<file path="src/rtl/rv32i_pkg.sv">
`default_nettype none
// +----------------------------------------------------------------------+
// | Module  : rv32i_pkg                                                  |
// | Purpose : Shared constants, state type and lane helpers for the      |
// |           RV32I memory stage.                                        |
// | Contents: OP_LOAD/OP_STORE opcodes, F3_* func3 codes, NOP_IW_DEFAULT,|
// |           mem_state_t, calc_be(), calc_wdata().                      |
// | Revision: 1.0 - initial release                                      |
// +----------------------------------------------------------------------+
package rv32i_pkg;

  localparam logic [6:0]  OP_LOAD        = 7'b0000011;
  localparam logic [6:0]  OP_STORE       = 7'b0100011;

  localparam logic [2:0]  F3_B           = 3'b000;
  localparam logic [2:0]  F3_H           = 3'b001;
  localparam logic [2:0]  F3_W           = 3'b010;
  localparam logic [2:0]  F3_BU          = 3'b100;
  localparam logic [2:0]  F3_HU          = 3'b101;

  // ADDI x0,x0,0 - the bubble seen by write-back
  localparam logic [31:0] NOP_IW_DEFAULT = 32'h00000013;

  typedef enum logic [0:0] {
    IDLE   = 1'b0,
    ACCESS = 1'b1
  } mem_state_t;

  // size is func3[1:0]: 00 byte, 01 halfword, 10 word (same for loads/stores)
  function automatic logic [3:0] calc_be(input logic [1:0] size, input logic [1:0] a);
    case (size)
      2'b00:   calc_be = 4'b0001 << a;
      2'b01:   calc_be = a[1] ? 4'b1100 : 4'b0011;
      default: calc_be = 4'b1111;
    endcase
  endfunction

  // Replicating the store data across lanes lets the byte enables alone
  // select the written bytes, so no shifter is needed on the write path.
  function automatic logic [31:0] calc_wdata(input logic [1:0] size, input logic [31:0] rs2);
    case (size)
      2'b00:   calc_wdata = {4{rs2[7:0]}};
      2'b01:   calc_wdata = {2{rs2[15:0]}};
      default: calc_wdata = rs2;
    endcase
  endfunction

endpackage
`default_nettype wire

</file>
<file path="src/rtl/rv32i_mem_top_if.sv">
`default_nettype none
// +----------------------------------------------------------------------+
// | Module  : rv32i_mem_top_if                                           |
// | Purpose : Data-memory req/ready bus of the RV32I memory stage.       |
// | Ports   : req, we, addr[31:0], be[3:0], wdata[31:0]  (master -> mem) |
// |           ready, rdata[31:0]                         (mem -> master) |
// | Revision: 1.0 - initial release                                      |
// +----------------------------------------------------------------------+
interface rv32i_mem_top_if;
  logic        req;
  logic        we;
  logic [31:0] addr;
  logic [3:0]  be;
  logic [31:0] wdata;
  logic        ready;
  logic [31:0] rdata;

  modport master (output req, we, addr, be, wdata, input  ready, rdata);
  modport slave  (input  req, we, addr, be, wdata, output ready, rdata);
endinterface
`default_nettype wire

</file>
<file path="src/rtl/rv32i_load_align.sv">
`default_nettype none
// +----------------------------------------------------------------------+
// | Module  : rv32i_load_align                                           |
// | Purpose : Combinational load lane extraction and sign/zero extension.|
// | Ports   : rdata[31:0] in  - raw word from data memory                |
// |           a[1:0]      in  - byte offset of the access                |
// |           func3[2:0]  in  - load width/signedness                    |
// |           data[31:0]  out - value to write back                      |
// | Revision: 1.0 - initial release                                      |
// +----------------------------------------------------------------------+
module rv32i_load_align
  import rv32i_pkg::*;
(
  input  wire logic [31:0] rdata,
  input  wire logic [1:0]  a,
  input  wire logic [2:0]  func3,
  output logic      [31:0] data
);

  logic [31:0] w_lane;

  always_comb begin
    w_lane = rdata >> {a, 3'b000};
    case (func3)
      F3_B:    data = {{24{w_lane[7]}},  w_lane[7:0]};
      F3_H:    data = {{16{w_lane[15]}}, w_lane[15:0]};
      F3_BU:   data = {24'd0, w_lane[7:0]};
      F3_HU:   data = {16'd0, w_lane[15:0]};
      default: data = w_lane;
    endcase
  end

endmodule
`default_nettype wire

</file>
<file path="src/rtl/rv32i_mem_top.sv">
`default_nettype none
// +----------------------------------------------------------------------+
// | Module  : rv32i_mem_top                                              |
// | Purpose : RV32I memory stage. Loads/stores become one req/ready      |
// |           transaction on the data bus; all other instructions pass   |
// |           to write-back with one cycle of latency.                   |
// | Ports   : clk, reset                  - clock, sync active-high rst  |
// |           alu_in/iw_in/pc_in/rs2_data_in/wb_en_in - execute stage    |
// |           dmem (master)               - data-memory bus              |
// |           stall                       - hold upstream inputs         |
// |           wb_data_out/iw_out/pc_out/wb_en_out - to write-back        |
// |           misalign_out, bus_err_out   - one-cycle fault pulses       |
// | Revision: 1.0 - initial release                                      |
// +----------------------------------------------------------------------+
module rv32i_mem_top
  import rv32i_pkg::*;
#(
  parameter logic [31:0] NOP_IW         = NOP_IW_DEFAULT,
  parameter int          TIMEOUT_CYCLES = 255
) (
  input  wire logic        clk,
  input  wire logic        reset,
  input  wire logic [31:0] alu_in,
  input  wire logic [31:0] iw_in,
  input  wire logic [31:0] pc_in,
  input  wire logic [31:0] rs2_data_in,
  input  wire logic        wb_en_in,
  rv32i_mem_top_if.master  dmem,
  output logic             stall,
  output logic      [31:0] wb_data_out,
  output logic      [31:0] iw_out,
  output logic      [31:0] pc_out,
  output logic             wb_en_out,
  output logic             misalign_out,
  output logic             bus_err_out
);

  localparam int                c_cnt_w    = $clog2(TIMEOUT_CYCLES + 1);
  localparam logic [c_cnt_w-1:0] c_cnt_last = c_cnt_w'(TIMEOUT_CYCLES - 1);
  localparam logic [c_cnt_w-1:0] c_cnt_one  = c_cnt_w'(1);

  mem_state_t          r_state, w_state_nxt;
  logic [c_cnt_w-1:0]  r_cnt;

  // decode of the execute-stage instruction
  logic [2:0]  w_f3;
  logic        w_is_load, w_is_store, w_mem_op, w_legal, w_misalign;

  // FSM control
  logic        w_issue, w_done, w_abort, w_req;

  // transaction registers, captured when the access is issued
  logic [31:0] r_addr, r_wdata, r_iw, r_pc;
  logic [3:0]  r_be;
  logic [2:0]  r_f3;
  logic        r_we, r_wb_en;

  logic [31:0] w_load_data;

  always_comb begin
    w_f3       = iw_in[14:12];
    w_is_load  = (iw_in[6:0] == OP_LOAD);
    w_is_store = (iw_in[6:0] == OP_STORE);
    w_mem_op   = w_is_load | w_is_store;
    w_legal    = 1'b0;
    if (w_is_load)
      w_legal = (w_f3 == F3_B) || (w_f3 == F3_H) || (w_f3 == F3_W) ||
                (w_f3 == F3_BU) || (w_f3 == F3_HU);
    else if (w_is_store)
      w_legal = (w_f3 == F3_B) || (w_f3 == F3_H) || (w_f3 == F3_W);
    w_misalign = ((w_f3[1:0] == 2'b01) && alu_in[0]) ||
                 ((w_f3[1:0] == 2'b10) && (alu_in[1:0] != 2'b00));
  end

  always_ff @(posedge clk) begin
    if (reset) r_state <= IDLE;
    else       r_state <= w_state_nxt;
  end

  always_comb begin
    w_state_nxt = r_state;
    w_req       = 1'b0;
    stall       = 1'b0;
    w_issue     = 1'b0;
    w_done      = 1'b0;
    w_abort     = 1'b0;
    case (r_state)
      IDLE: begin
        if (w_mem_op && w_legal && !w_misalign) begin
          w_issue     = 1'b1;
          stall       = 1'b1;
          w_state_nxt = ACCESS;
        end
      end
      ACCESS: begin
        w_req = 1'b1;
        if (dmem.ready) begin
          w_done      = 1'b1;
          w_state_nxt = IDLE;
        end else if (r_cnt == c_cnt_last) begin
          // Releasing stall on the abort cycle lets the faulting instruction
          // retire; holding it would make IDLE re-issue the same access.
          w_abort     = 1'b1;
          w_state_nxt = IDLE;
        end else begin
          stall = 1'b1;
        end
      end
      default: w_state_nxt = IDLE;
    endcase
  end

  assign dmem.req   = w_req;
  assign dmem.we    = r_we;
  assign dmem.addr  = {r_addr[31:2], 2'b00};
  assign dmem.be    = r_be;
  assign dmem.wdata = r_wdata;

  always_ff @(posedge clk) begin
    if (w_issue) begin
      r_addr  <= alu_in;
      r_be    <= calc_be(w_f3[1:0], alu_in[1:0]);
      r_wdata <= calc_wdata(w_f3[1:0], rs2_data_in);
      r_we    <= w_is_store;
      r_iw    <= iw_in;
      r_pc    <= pc_in;
      r_f3    <= w_f3;
      r_wb_en <= wb_en_in;
    end
  end

  rv32i_load_align u_load_align (
    .rdata (dmem.rdata),
    .a     (r_addr[1:0]),
    .func3 (r_f3),
    .data  (w_load_data)
  );

  always_ff @(posedge clk) begin
    if (reset) begin
      wb_data_out  <= 32'd0;
      iw_out       <= NOP_IW;
      pc_out       <= 32'd0;
      wb_en_out    <= 1'b0;
      misalign_out <= 1'b0;
      bus_err_out  <= 1'b0;
      r_cnt        <= '0;
    end else begin
      misalign_out <= 1'b0;
      bus_err_out  <= 1'b0;
      case (r_state)
        IDLE: begin
          if (w_issue) begin
            iw_out    <= NOP_IW;
            wb_en_out <= 1'b0;
          end else begin
            // plain op, or a memory op dropped for illegal func3/alignment
            wb_data_out  <= alu_in;
            iw_out       <= iw_in;
            pc_out       <= pc_in;
            wb_en_out    <= w_mem_op ? 1'b0 : wb_en_in;
            misalign_out <= w_mem_op & w_legal & w_misalign;
          end
        end
        ACCESS: begin
          if (w_done) begin
            wb_data_out <= r_we ? r_addr : w_load_data;
            wb_en_out   <= r_we ? 1'b0 : r_wb_en;
            iw_out      <= r_iw;
            pc_out      <= r_pc;
            r_cnt       <= '0;
          end else if (w_abort) begin
            bus_err_out <= 1'b1;
            wb_en_out   <= 1'b0;
            iw_out      <= r_iw;
            pc_out      <= r_pc;
            r_cnt       <= '0;
          end else begin
            iw_out      <= NOP_IW;
            wb_en_out   <= 1'b0;
            r_cnt       <= r_cnt + c_cnt_one;
          end
        end
        default: ;
      endcase
    end
  end

endmodule
`default_nettype wire
</file>
<file path="src/flat_wrapper.sv">
// flat-port wrapper written by rule: the top's interface ports become plain ports
module rv32i_mem_top_flat import rv32i_pkg::*;
#(
  parameter logic [31:0] NOP_IW         = NOP_IW_DEFAULT,
  parameter int          TIMEOUT_CYCLES = 255
)
  (clk, reset, alu_in, iw_in, pc_in, rs2_data_in, wb_en_in, stall, wb_data_out, iw_out, pc_out, wb_en_out, misalign_out, bus_err_out, dmem_req, dmem_we, dmem_addr, dmem_be, dmem_wdata, dmem_ready, dmem_rdata);
  rv32i_mem_top_if dmem_i ();
  input  wire logic clk;
  input  wire logic reset;
  input  wire logic [31:0] alu_in;
  input  wire logic [31:0] iw_in;
  input  wire logic [31:0] pc_in;
  input  wire logic [31:0] rs2_data_in;
  input  wire logic wb_en_in;
  output logic stall;
  output logic      [31:0] wb_data_out;
  output logic      [31:0] iw_out;
  output logic      [31:0] pc_out;
  output logic wb_en_out;
  output logic misalign_out;
  output logic bus_err_out;
  output wire logic [$bits(dmem_i.req)-1:0] dmem_req;
  output wire logic [$bits(dmem_i.we)-1:0] dmem_we;
  output wire logic [$bits(dmem_i.addr)-1:0] dmem_addr;
  output wire logic [$bits(dmem_i.be)-1:0] dmem_be;
  output wire logic [$bits(dmem_i.wdata)-1:0] dmem_wdata;
  input wire logic [$bits(dmem_i.ready)-1:0] dmem_ready;
  input wire logic [$bits(dmem_i.rdata)-1:0] dmem_rdata;
  assign dmem_req = dmem_i.req;
  assign dmem_we = dmem_i.we;
  assign dmem_addr = dmem_i.addr;
  assign dmem_be = dmem_i.be;
  assign dmem_wdata = dmem_i.wdata;
  assign dmem_i.ready = dmem_ready;
  assign dmem_i.rdata = dmem_rdata;
  rv32i_mem_top #(.NOP_IW(NOP_IW), .TIMEOUT_CYCLES(TIMEOUT_CYCLES)) u_core (.clk(clk), .reset(reset), .alu_in(alu_in), .iw_in(iw_in), .pc_in(pc_in), .rs2_data_in(rs2_data_in), .wb_en_in(wb_en_in), .dmem(dmem_i), .stall(stall), .wb_data_out(wb_data_out), .iw_out(iw_out), .pc_out(pc_out), .wb_en_out(wb_en_out), .misalign_out(misalign_out), .bus_err_out(bus_err_out));
endmodule
</file>
<file path="config.mk">
export PLATFORM = sky130hd
export DESIGN_NAME = rv32i_mem_top_flat
export DESIGN_NICKNAME = d
export VERILOG_FILES = /design/src/rtl/rv32i_pkg.sv /design/src/rtl/rv32i_mem_top_if.sv /design/src/rtl/rv32i_load_align.sv /design/src/rtl/rv32i_mem_top.sv /design/src/flat_wrapper.sv
export SDC_FILE = /design/constraint.sdc
export NUM_CORES = 1
export LEC_CHECK = 0
export ABC_AREA = 1
export CAP_MARGIN = 20
export CORE_ASPECT_RATIO = 2
export CORE_MARGIN = 3
export CORE_UTILIZATION = 41
export CTS_CLUSTER_DIAMETER = 40
export DETAILED_ROUTE_END_ITERATION = 12
export GPL_ROUTABILITY_DRIVEN = 1
export PLACE_DENSITY = 0.78
export REMOVE_ABC_BUFFERS = 1
export SYNTH_ARGS = -nofsm -noshare
export SYNTH_HDL_FRONTEND = slang
export SYNTH_SLANG_ARGS = --single-unit
</file>
<file path="constraint.sdc">
create_clock -name clk -period 6.74 [get_ports clk]
set_input_delay 1.348 -clock clk [delete_from_list [all_inputs] [get_ports clk]]
set_output_delay 1.348 -clock clk [all_outputs]
set_load 0.05 [all_outputs]
</file>
---- Yosys cells after proc, flatten, opt, wreduce, memory -nomap -nowiden ----
Cells that the tools add are included.
operators by class
  add/subtract/negate cells ............... 1
  equal/unequal tests ..................... 15
  shifts and indexed selects .............. 2
  multiplexer cells ....................... 37
  bitwise logic cells ..................... 4
  reduce and logical (&&, ||, !) cells .... 18
operators by type and width
  kind                                                  number
  two-way mux 32 bit                                    9
  one-hot mux 32 bit (2 select lines)                   4
  one-hot mux 32 bit (4 select lines)                   1
  right shift 32 x 5 -> 32 bit                          1
  two-way mux 1 bit                                     17
  two-way mux 8 bit                                     2
  equality test 3 bit (second input constant)           4
  adder 8 x 1 -> 8 bit (second input constant)          1
  equality test 8 bit (second input constant)           1
  one-hot mux 4 bit (2 select lines)                    1
  equality test 7 x 2 -> 1 bit (second input constant)  1
  equality test 7 x 6 -> 1 bit (second input constant)  1
  equality test 3 x 1 -> 1 bit (second input constant)  2
  zero test 3 bit                                       2
  OR reduction 3 bit                                    2
  logical OR 1 bit                                      5
  logical AND 1 bit                                     4
  two-way mux 4 bit                                     1
  != test 2 bit (second input constant)                 2
  one-hot mux 1 bit (2 select lines)                    2
  AND reduction 2 bit                                   2
  left shift 1 x 2 -> 4 bit (first input constant)      1
  equality test 3 x 2 -> 1 bit (second input constant)  1
  != test 3 bit (second input constant)                 1
  other kinds (8)                                       9
storage, ports and cells
  register bits after elaboration ......... 245
  bits of input ports ..................... 164

---- Depth between registers and ports, before layout ----
Gate-level depths: netlist (run 1).
  depth in word-level cells ............... 12
  mapped depth ............................ 13

---- Hierarchy ----
Synthesis (run 1) repeated with hierarchy kept, for this count alone.
second synthesis, totals
  cell total of the unflattened synthesis .. 1238
  area total of the unflattened synthesis .. 10921.7 um^2
modules (own cells, without submodules)
  module            times used  cells an instance  area each (um^2)
  rv32i_mem_top     1           1080               10000.8
  rv32i_load_align  1           158                920.9

---- Worst setup path before layout (run 1) ----
Ideal clock, no wire load.
  kind .................................... input-to-reg
  start ................................... in iw_in[12]
  end ..................................... reg u_core.r_be[0] (netlist: u_core.dmem.be[0]) (enable)
  setup time .............................. 0.487 ns
  arrival ................................. 4.738 ns
  slack ................................... 1.515 ns
  cell stages on the path ................. 7
  path through ............................ buf_6 > nor2_4 > inv_2 > nand3_2 > nand3_2 > buf_2 > inv_1
between the ends
  cells in the longest elaborated chain, start to end .. 10
RTL lines
  item                                                                    RTL line                                  RTL
  start, declared                                                         flat_wrapper.sv:12                        input wire logic [31:0] iw_in;
  equality test 3 x 1 -> 1 bit / zero test 3 bit (equally long branches)  rv32i_mem_top.sv:67, rv32i_mem_top.sv:70
  logical OR 1 bit (2 in series)                                          rv32i_mem_top.sv:67, rv32i_mem_top.sv:70
  logical OR 1 bit                                                        rv32i_mem_top.sv:67                       w_legal = (w_f3 == F3_B) || (w_f3 == F3_H) || (w_f3 == F3_W) ||
  logical OR 1 bit                                                        rv32i_mem_top.sv:68                       (w_f3 == F3_BU) || (w_f3 == F3_HU);
  two-way mux 1 bit                                                       rv32i_mem_top.sv:66                       if (w_is_load)
  logical AND 1 bit                                                       rv32i_mem_top.sv:89                       if (w_mem_op && w_legal && !w_misalign) begin
  logical AND 1 bit (*)                                                   rv32i_mem_top.sv:89
  two-way mux 1 bit (*)                                                   rv32i_mem_top.sv:89
  two-way mux 1 bit (*)                                                   rv32i_mem_top.sv:87                       case (r_state)
  net u_core.w_issue                                                      rv32i_mem_top.sv:50                       logic w_issue, w_done, w_abort, w_req;
  end signal, assigned                                                    rv32i_mem_top.sv:122                      r_be <= calc_be(w_f3[1:0], alu_in[1:0]);
  end, declared                                                           rv32i_mem_top.sv:54                       logic [3:0] r_be;
The timed path passes the listed nets; every way through them passes the cells marked *.
A chain may end at the register's enable or synchronous reset.

---- Worst setup path in the final report (run 1) ----
  start ................................... in iw_in[13]
  end ..................................... out stall
between the ends
  cells in the longest elaborated chain, start to end .. 10
RTL lines
  item                                                                    RTL line                                  RTL
  equality test 3 x 1 -> 1 bit / zero test 3 bit (equally long branches)  rv32i_mem_top.sv:67, rv32i_mem_top.sv:70
  logical OR 1 bit (2 in series)                                          rv32i_mem_top.sv:67, rv32i_mem_top.sv:70
  logical OR 1 bit                                                        rv32i_mem_top.sv:67
  logical OR 1 bit                                                        rv32i_mem_top.sv:68
  two-way mux 1 bit                                                       rv32i_mem_top.sv:66
  logical AND 1 bit                                                       rv32i_mem_top.sv:89
  logical AND 1 bit (*)                                                   rv32i_mem_top.sv:89
  two-way mux 1 bit (*)                                                   rv32i_mem_top.sv:89
  one-hot mux 1 bit (2 select lines) (*)                                  rv32i_mem_top.sv:87
  end, declared                                                           flat_wrapper.sv:16                        output logic stall;
Mark *: on every way between the ends. The rest lies on a longest branch, timed or not.

==> impl_results.md, run 1 <==
- Data required, critical path: 5390 ps
- Largest net degree at the start of global routing: 83
- Floorplan core area: 25700 sq um
- Setup TNS: 0 ps
- Tightest Pin Transition: 1070 ps
- Dpl hpwl: 23300 um
- Antenna violations before repair: 7
- Library cell with the highest instance count after synthesis: sky130_fd_sc_hd__nand2_1
- Placement Cell Area: 14000 sq um
- Ys async rst share: 0%
- Sort of element at the start of the critical path: primary input
- Netlist cell types: 33
- GRT Util Overall: 22.3%
- DR pass1 iterations: 5
- Fill count: 2258
- Register-to-Register Path Depth: 5
- Number of buffers added on ports: 331
- Ratio of total power to cell area: 242 nW/um^2
- Syn avg cell area: 8.65 sq um
- Highest Clock Rate: 198 MHz
- Cell row count: 83
- Critical setup path kind: primary input to primary output
- Minimum setup slack in the final design: 1680 ps
- Cell area after synthesis: 10700 sq um
- Clock sink count: 242
- Root Driver: sky130_fd_sc_hd__clkbuf_16
- Antenna Nets Post-Route: 0
- Unrepaired setup endpoints after global routing: false
- Final RePlAce weighted congestion: 0.875
- Pleak: 6.25 nW
- Area fraction of the dominant cell type after synthesis: 37.6%
- Hold Path Depth: 2
- Total clock buffers created by CTS: 26
- Worst Min Path Start: u_core.r_cnt[5]$_SDFFE_PP0P_
- Total of flip-flops plus latches after synthesis: 242
- Power, Total: 0.00362 W
- Multi-input gate area: 3670 sq um
- Final non-filler cell area: 14900 sq um
- Cells resized by post-CTS repair: 0
- Residual DRC count: 0
- Period utilization: 75.0%
- Clk buf depth: 3
- Synth Instances: 1238
- Worst flop-to-flop path endpoint: u_core.r_pc[13]$_DFFE_PP_
- HP Class: flop to flop
- Area growth from synthesis to layout: 39.5%
- Worst R2R Start: u_core.r_state$_SDFF_PP0_
- Slew Limit Fails: 0
- Post-detailed-route wirelength per cell: 17.4 um
- Top fanout value on the critical path: 22
- Result of the run: finished clean
- Fraction of the yosys area taken by sequential cells: 57.8%
- Dominant cell type by area after synthesis: sky130_fd_sc_hd__edfxtp_1
- Grt total ovfl: 0
- Share of post-route cells with drive strength above 1: 4.90%
- Hold EP: u_core.r_cnt[5]$_SDFFE_PP0P_
- Violation count after the first detailed-route iteration: 618
- Kind of capture point of the worst setup path: primary output
- Register Area: 6190 sq um
- Tmin final: 5060 ps
- Vias: 9221
- Vias/cell: 4.92
- Setup Fix Bufs, Post-CTS: 0
- Main synth FF type: sky130_fd_sc_hd__edfxtp_1
- TritonCTS clock tree: built
- Net count of the finished layout: 1677
- Clock H-tree levels: 1
- Count of endpoints failing hold in the final timing report: 0
- Worst VDD drop: 0.255 mV
- Clock-pin slew on the worst setup and hold paths: 70 ps
- Number of synthesis warnings: 0
- Via count of the first global-routing pass: 9229
- Number of flops mapped to enable cells by yosys: 134
- Slack of the worst reg-to-reg path: 3390 ps
- Wire length of the first global-routing pass: 49400 um
- Final setup violation count: 0
- Headroom to the max-slew limit: 28.1%
- Synth top area cells: sky130_fd_sc_hd__edfxtp_1, sky130_fd_sc_hd__dfxtp_1, sky130_fd_sc_hd__nand2_1
- Routed Wire Length: 32600 um
- Arrival @ worst endpoint: 3710 ps
- Number of buffers inserted by hold repair at cts: 0
- Die outline height: 235 um
- Max-Cap Viols: 0
- IO Count: 334
- Skew-Pair Late Insertion Delay: 530 ps
- Initial core utilization: 41.7%
- Floorplan die area: 28200 sq um
- Leading cell types by count after synthesis: sky130_fd_sc_hd__nand2_1, sky130_fd_sc_hd__nor2_1, sky130_fd_sc_hd__edfxtp_1
- Post-placement setup slack: 1670 ps
- Die width: 120 um
- Setup skew after layout: 13.5 ps
cell type report:
class	count	area share (%)
flip-flops and latches	242	41.4
clock inverters	19	1.87
well taps	340	2.85
inverters	76	1.94
diodes	3	0.0503
multi-input cells	825	24.6
repair buffers	340	22.7
clock buffers	29	4.57
cells in the final DEF, fill, tap and decap left out, types with 2 or more instances in the layout:
| cell | n |
|---|---|
| sky130_fd_sc_hd__inv_6 | 2 |
| sky130_fd_sc_hd__buf_4 | 8 |
| sky130_fd_sc_hd__o211ai_1 | 12 |
| sky130_fd_sc_hd__inv_1 | 69 |
| sky130_fd_sc_hd__nor2_1 | 220 |
| sky130_fd_sc_hd__conb_1 | 2 |
| sky130_fd_sc_hd__a21oi_1 | 49 |
| sky130_fd_sc_hd__nand3_2 | 2 |
| sky130_fd_sc_hd__or2_2 | 2 |
| sky130_fd_sc_hd__nand2_1 | 360 |
| sky130_fd_sc_hd__clkdlybuf4s50_1 | 331 |
| sky130_fd_sc_hd__dfxtp_1 | 107 |
| sky130_fd_sc_hd__nand2_2 | 5 |
| sky130_fd_sc_hd__inv_2 | 5 |
| sky130_fd_sc_hd__clkinv_8 | 3 |
| sky130_fd_sc_hd__clkinv_2 | 3 |
| sky130_fd_sc_hd__edfxtp_1 | 134 |
| sky130_fd_sc_hd__mux2i_1 | 32 |
| sky130_fd_sc_hd__bufinv_16 | 5 |
| sky130_fd_sc_hd__nand3_1 | 100 |
| sky130_fd_sc_hd__o21ai_0 | 22 |
| sky130_fd_sc_hd__clkbuf_16 | 27 |
| sky130_fd_sc_hd__xor2_1 | 4 |
| sky130_fd_sc_hd__inv_8 | 2 |
| sky130_fd_sc_hd__clkinv_1 | 2 |
| sky130_fd_sc_hd__nor3_1 | 4 |
| sky130_fd_sc_hd__diode_2 | 3 |
| sky130_fd_sc_hd__ha_1 | 2 |
| sky130_fd_sc_hd__clkbuf_1 | 2 |
| sky130_fd_sc_hd__clkinvlp_4 | 4 |
state kept, by name, summed over array words and instances, names as in the netlist:
signal and count:
u_core.r_iw 30, u_core.r_addr 32, u_core.wb_en_out 1, u_core.bus_err_out 1, u_core.r_wb_en 1, u_core.r_f3 2, u_core.r_pc 32, u_core.dmem.wdata 32
u_core.dmem.we 1, u_core.dmem.be 4, u_core.pc_out 32, u_core.misalign_out 1, u_core.r_state 1, u_core.iw_out 32, u_core.wb_data_out 32, u_core.r_cnt 8
logic make-up after synthesis:
kind of cell / after synthesis / share of synthesized area [%]
mux: 32 / 2.99
simple gates: 699 / 26.3
flops: 242 / 57.8
buf+inv: 172 / 8.02
compound gates: 86 / 4.36
fa+ha+maj: 2 / 0.234
xor+xnor: 4 / 0.327
other cells: 1 / 0.0350
per-layer routing:
metal  track usage (%)  share of wire [%]  vias up
met5                 0               0.16        -
met4              11.3                5.0        8
met3              5.31                7.0       95
met2              40.1                 52      354
met1              24.2                 36     4237
li1                  -                  -     4527
worst max-delay path by stage:
stage	endpoint	depth (start not counted)	slack (ps)	startpoint
after floorplan	u_core.dmem.be[0]$_DFFE_PP_	3	370	u_core.r_state$_SDFF_PP0_
after global placement	stall	10	1680	iw_in[13]
after detailed placement	stall	10	1670	iw_in[13]
after CTS	stall	10	1660	iw_in[13]
after global routing	stall	10	1540	iw_in[13]
final	stall	10	1680	iw_in[13]
through the flow:
step                      hold WS (ps)  utilization, %  cells
after CTS                          471            58.2   1871
final                              472            58.2   1874
after global placement             451            54.4   1823
after global routing               498            58.2   1873
after detailed placement           462            54.4   1823
after floorplan                    441               -   1143
power breakdown:
part	leakage, nW	internal [W]	switching (W)
Clock	0.457	0.000942	0.000627
Sequential	2.11	0.00159	0.0000183
Combinational	3.69	0.000183	0.000253
worst max-delay path, cell delays in order:
cell and delay, ps:
sky130_fd_sc_hd__clkdlybuf4s50_1 400, sky130_fd_sc_hd__buf_4 210, sky130_fd_sc_hd__inv_1 320, sky130_fd_sc_hd__a21oi_2 130, sky130_fd_sc_hd__nor2_2 140, sky130_fd_sc_hd__nand2_2 80, sky130_fd_sc_hd__nand2_4 110, sky130_fd_sc_hd__nand2_2 60
sky130_fd_sc_hd__inv_1 50, sky130_fd_sc_hd__clkdlybuf4s50_1 830
No activity file was read; power rests on OpenSTA's default activity.
==> run 2: changes to the inputs <==
--- a/config.mk
+++ b/config.mk
@@ -13,7 +13,7 @@
 export CTS_CLUSTER_DIAMETER = 40
 export DETAILED_ROUTE_END_ITERATION = 12
 export GPL_ROUTABILITY_DRIVEN = 1
-export PLACE_DENSITY = 0.78
+export PLACE_DENSITY = 0.81
 export REMOVE_ABC_BUFFERS = 1
 export SYNTH_ARGS = -nofsm -noshare
 export SYNTH_HDL_FRONTEND = slang
==> constraint.sdc (replaced) <==
create_clock -name clk -period 4.4 [get_ports clk]
set_input_delay 0.88 -clock clk [delete_from_list [all_inputs] [get_ports clk]]
set_output_delay 0.88 -clock clk [all_outputs]
set_load 0.05 [all_outputs]
==> run 2 against run 1 <==
Effect of this change: clock skew grew 4.8 ps; flip-flop and latch count did not move; non-clock buffer count increased by 4; hold slack lost 9.8 ps; global-route usage grew 0.36 points; sequential share of layout area increased by 0.47 points; clock power rose by 27%; power is 42% higher; count of clock-buffer cells in the layout rose by 7; cell count is 0.11% higher; critical path type unchanged; critical endpoint unchanged; largest cell class unchanged; largest power group unchanged.
==> impl_results.md, run 2 (synthesis results as in run 1) <==
- Arrival @ worst endpoint: 2790 ps (was 3710 ps)
- Max-Cap Viols: 0 (unchanged)
- Total stage count of the critical path: 10 (unchanged)
- Register Area: 6190 sq um (unchanged)
- Violation count after the first detailed-route iteration: 556 (was 618)
- Skew-Pair Late Insertion Delay: 520 ps (was 530 ps)
- Floorplan core area: 25700 sq um (unchanged)
- Count of endpoints failing hold in the final timing report: 0 (unchanged)
- Number of buffers added on ports: 331 (unchanged)
- Highest Clock Rate: 273 MHz
- Area growth from synthesis to layout: 37.9% (was 39.5%)
- Share of power burned in the clock network: 38.8% (was 43.4%)
- DR pass1 iterations: 5 (unchanged)
- Final RePlAce weighted congestion: 0.953 (was 0.875)
- Root Driver: sky130_fd_sc_hd__clkbuf_16 (unchanged)
- Worst R2R Start: u_core.r_addr[0]$_DFFE_PP_ (was u_core.r_state$_SDFF_PP0_)
- Final setup violation count: 0 (unchanged)
- Period utilization: 83.3%
- Worst VDD drop: 0.332 mV (was 0.255 mV)
- Internal power consumption: 0.00384 W (was 0.00272 W)
- Residual DRC count: 0 (unchanged)
- Vias/cell: 4.93 (was 4.92)
- Number of buffers inserted by hold repair at cts: 0 (unchanged)
- Dpl hpwl: 24200 um (was 23300 um)
- Top fanout value on the critical path: 13 (was 22)
- Setup Fix Bufs, Post-CTS: 0 (unchanged)
- Initial core utilization: 41.7% (unchanged)
- Die width: 120 um (unchanged)
- Final non-filler cell area: 14800 sq um (was 14900 sq um)
- Pleak: 6.19 nW (was 6.25 nW)
- Worst flop-to-flop path endpoint: u_core.wb_data_out[14]$_SDFFE_PP0P_ (was u_core.r_pc[13]$_DFFE_PP_)
- Post-detailed-route wirelength per cell: 17.7 um (was 17.4 um)
- Via count of the first global-routing pass: 9084 (was 9229)
- Ratio of total power to cell area: 348 nW/um^2 (was 242 nW/um^2)
- Total clock buffers created by CTS: 24 (was 26)
- GRT Util Overall: 22.6% (was 22.3%)
- Antenna Nets Post-Route: 0 (unchanged)
- Clock sink count: 242 (unchanged)
- Fill count: 2261 (was 2258)
- Result of the run: finished clean (unchanged)
- Relative contribution of combinational cells to total power: 13.1% (was 12.1%)
- Worst Min Path Start: u_core.r_cnt[5]$_SDFFE_PP0P_ (unchanged)
- Vias: 9244 (was 9221)
- Tmin final: 3670 ps
- Wire length of the first global-routing pass: 50100 um (was 49400 um)
- Setup TNS: 0 ps (unchanged)
- Psw: 0.00129 W (was 0.000899 W)
- Net count of the finished layout: 1679 (was 1677)
- Hold Path Depth: 2 (unchanged)
- HP Class: flop to flop (unchanged)
- Final instance count without filler cells: 1876 (was 1874)
- Cell row count: 83 (unchanged)
- Share of total power consumed by net switching: 25.2% (was 24.8%)
- Data required, critical path: 3520 ps (was 5390 ps)
- Delay of the slowest cell on the worst path: 840 ps (was 830 ps)
- IO Count: 334 (unchanged)
- Register share of total power: 48.1% (was 44.6%)
- Placement Cell Area: 14000 sq um (about the same)
- Share of the core filled with cells in the final layout: 57.6% (was 58.2%)
- Sort of element at the start of the critical path: primary input (unchanged)
- Slack of the worst reg-to-reg path: 1860 ps (was 3390 ps)
- Largest net degree at the start of global routing: 72 (was 83)
- Slowest stage cell, crit path: sky130_fd_sc_hd__clkdlybuf4s50_1 (unchanged)
- Slew Limit Fails: 0 (unchanged)
- Multi-input gate area: 3670 sq um (unchanged)
- Register-to-Register Path Depth: 10 (was 5)
- Die outline height: 235 um (unchanged)
- Antenna violations before repair: 9 (was 7)
- Critical setup path kind: primary input to primary output (unchanged)
- Crit path buffers/inverters: 5 (unchanged)
- Tightest Pin Transition: 1050 ps (was 1070 ps)
- Floorplan die area: 28200 sq um (unchanged)
- Routed Wire Length: 33200 um (was 32600 um)
- Series of cell instances along the critical path: clkdlybuf4s50_1, inv_1, buf_4, a21oi_2, nor2_2, nand2_2, nand2_4, nand2_2, inv_1, buf_4 (was clkdlybuf4s50_1, buf_4, inv_1, a21oi_2, nor2_2, nand2_2, nand2_4, nand2_2, inv_1, clkdlybuf4s50_1)
- Most common cell after layout, fill and taps aside: sky130_fd_sc_hd__nand2_1 (unchanged)
- Share of post-route cells with drive strength above 1: 4.70% (was 4.90%)
- Cells after DPL: 1827 (was 1823)
- Hold EP: u_core.r_cnt[5]$_SDFFE_PP0P_ (unchanged)
- Headroom to the max-slew limit: 29.8% (was 28.1%)
- Top delay family on crit path: buffers and inverters (unchanged)
- Clock-pin slew on the worst setup and hold paths: 70 ps (about the same)
- Clock H-tree levels: 1 (unchanged)
- Cells resized by post-CTS repair: 0 (unchanged)
- Setup skew after layout: 18.3 ps (was 13.5 ps)
- Grt total ovfl: 0 (unchanged)
- Clk buf depth: 3 (unchanged)
- Commonest cells after routing, fill and taps aside: sky130_fd_sc_hd__nand2_1, sky130_fd_sc_hd__clkdlybuf4s50_1, sky130_fd_sc_hd__nor2_1, sky130_fd_sc_hd__edfxtp_1, sky130_fd_sc_hd__dfxtp_1 (unchanged)
- Worst hold margin: 463 ps (was 472 ps)
- Kind of capture point of the worst setup path: primary output (unchanged)
- TritonCTS clock tree: built (unchanged)
- Unrepaired setup endpoints after global routing: false (unchanged)
## run 2: cell count changes in the layout (fill, tap and decap cells not counted), sizes merged
cell           delta
buf               +5
clkinv            -3
clkdlybuf4s50     -1
clkinvlp          -3
clkbuf            +7
bufinv            -5
diode             +2
## run 2: area by class of cell
class	instances	area share (%)
Multi-Input combinational cell	825	24.8
Inverter	76	1.97
Antenna cell	5	0.0847
Clock buffer	36	4.79
Timing Repair Buffer	344	23.2
Tap cell	340	2.88
Sequential cell	242	41.9
Clock inverter	8	0.364
## run 2: metal layers
metal	vias up	track usage (%)	wire length (um)	part of all wire, %
li1	4529	-	-	-
met1	4258	23.9	11400	34
met2	343	41.3	17700	53
met3	106	4.50	2040	6.1
met4	8	13.1	1970	5.9
met5	-	0	54	0.16
## run 2: per-stage QoR
step           setup slack, ps  power [W]
2_1_floorplan            -1970    0.00285
3_5_place_dp               732    0.00319
6_report                   733    0.00513
4_1_cts                    730    0.00519
5_1_grt                    624    0.00532
3_3_place_gp               758    0.00318
## run 2: worst max path at each step
stage                                   start                          end  slack, ps
global route                        iw_in[13]                        stall        620
detailed placement                  iw_in[13]                        stall        730
global placement                    iw_in[13]                        stall        760
finish                              iw_in[13]                        stall        730
CTS                                 iw_in[13]                        stall        730
floorplan           u_core.r_state$_SDFF_PP0_  u_core.dmem.be[0]$_DFFE_PP_      -1970
## run 2: tightest hold or removal path, delay by kind of cell (launching register included)
kind	cells	cell delay [ps]
compound gates	1	50
flops	1	310
simple gates	1	60
## run 2: power by group through the flow
stage	Combinational [W]	Clock (W)	Sequential, W
after detailed placement	0.000672	0	0.00252
after CTS	0.000676	0.00204	0.00247
after global routing	0.000718	0.00213	0.00247
final	0.000673	0.00199	0.00247
after global placement	0.000662	0	0.00252
after floorplan	0.000145	0	0.00271
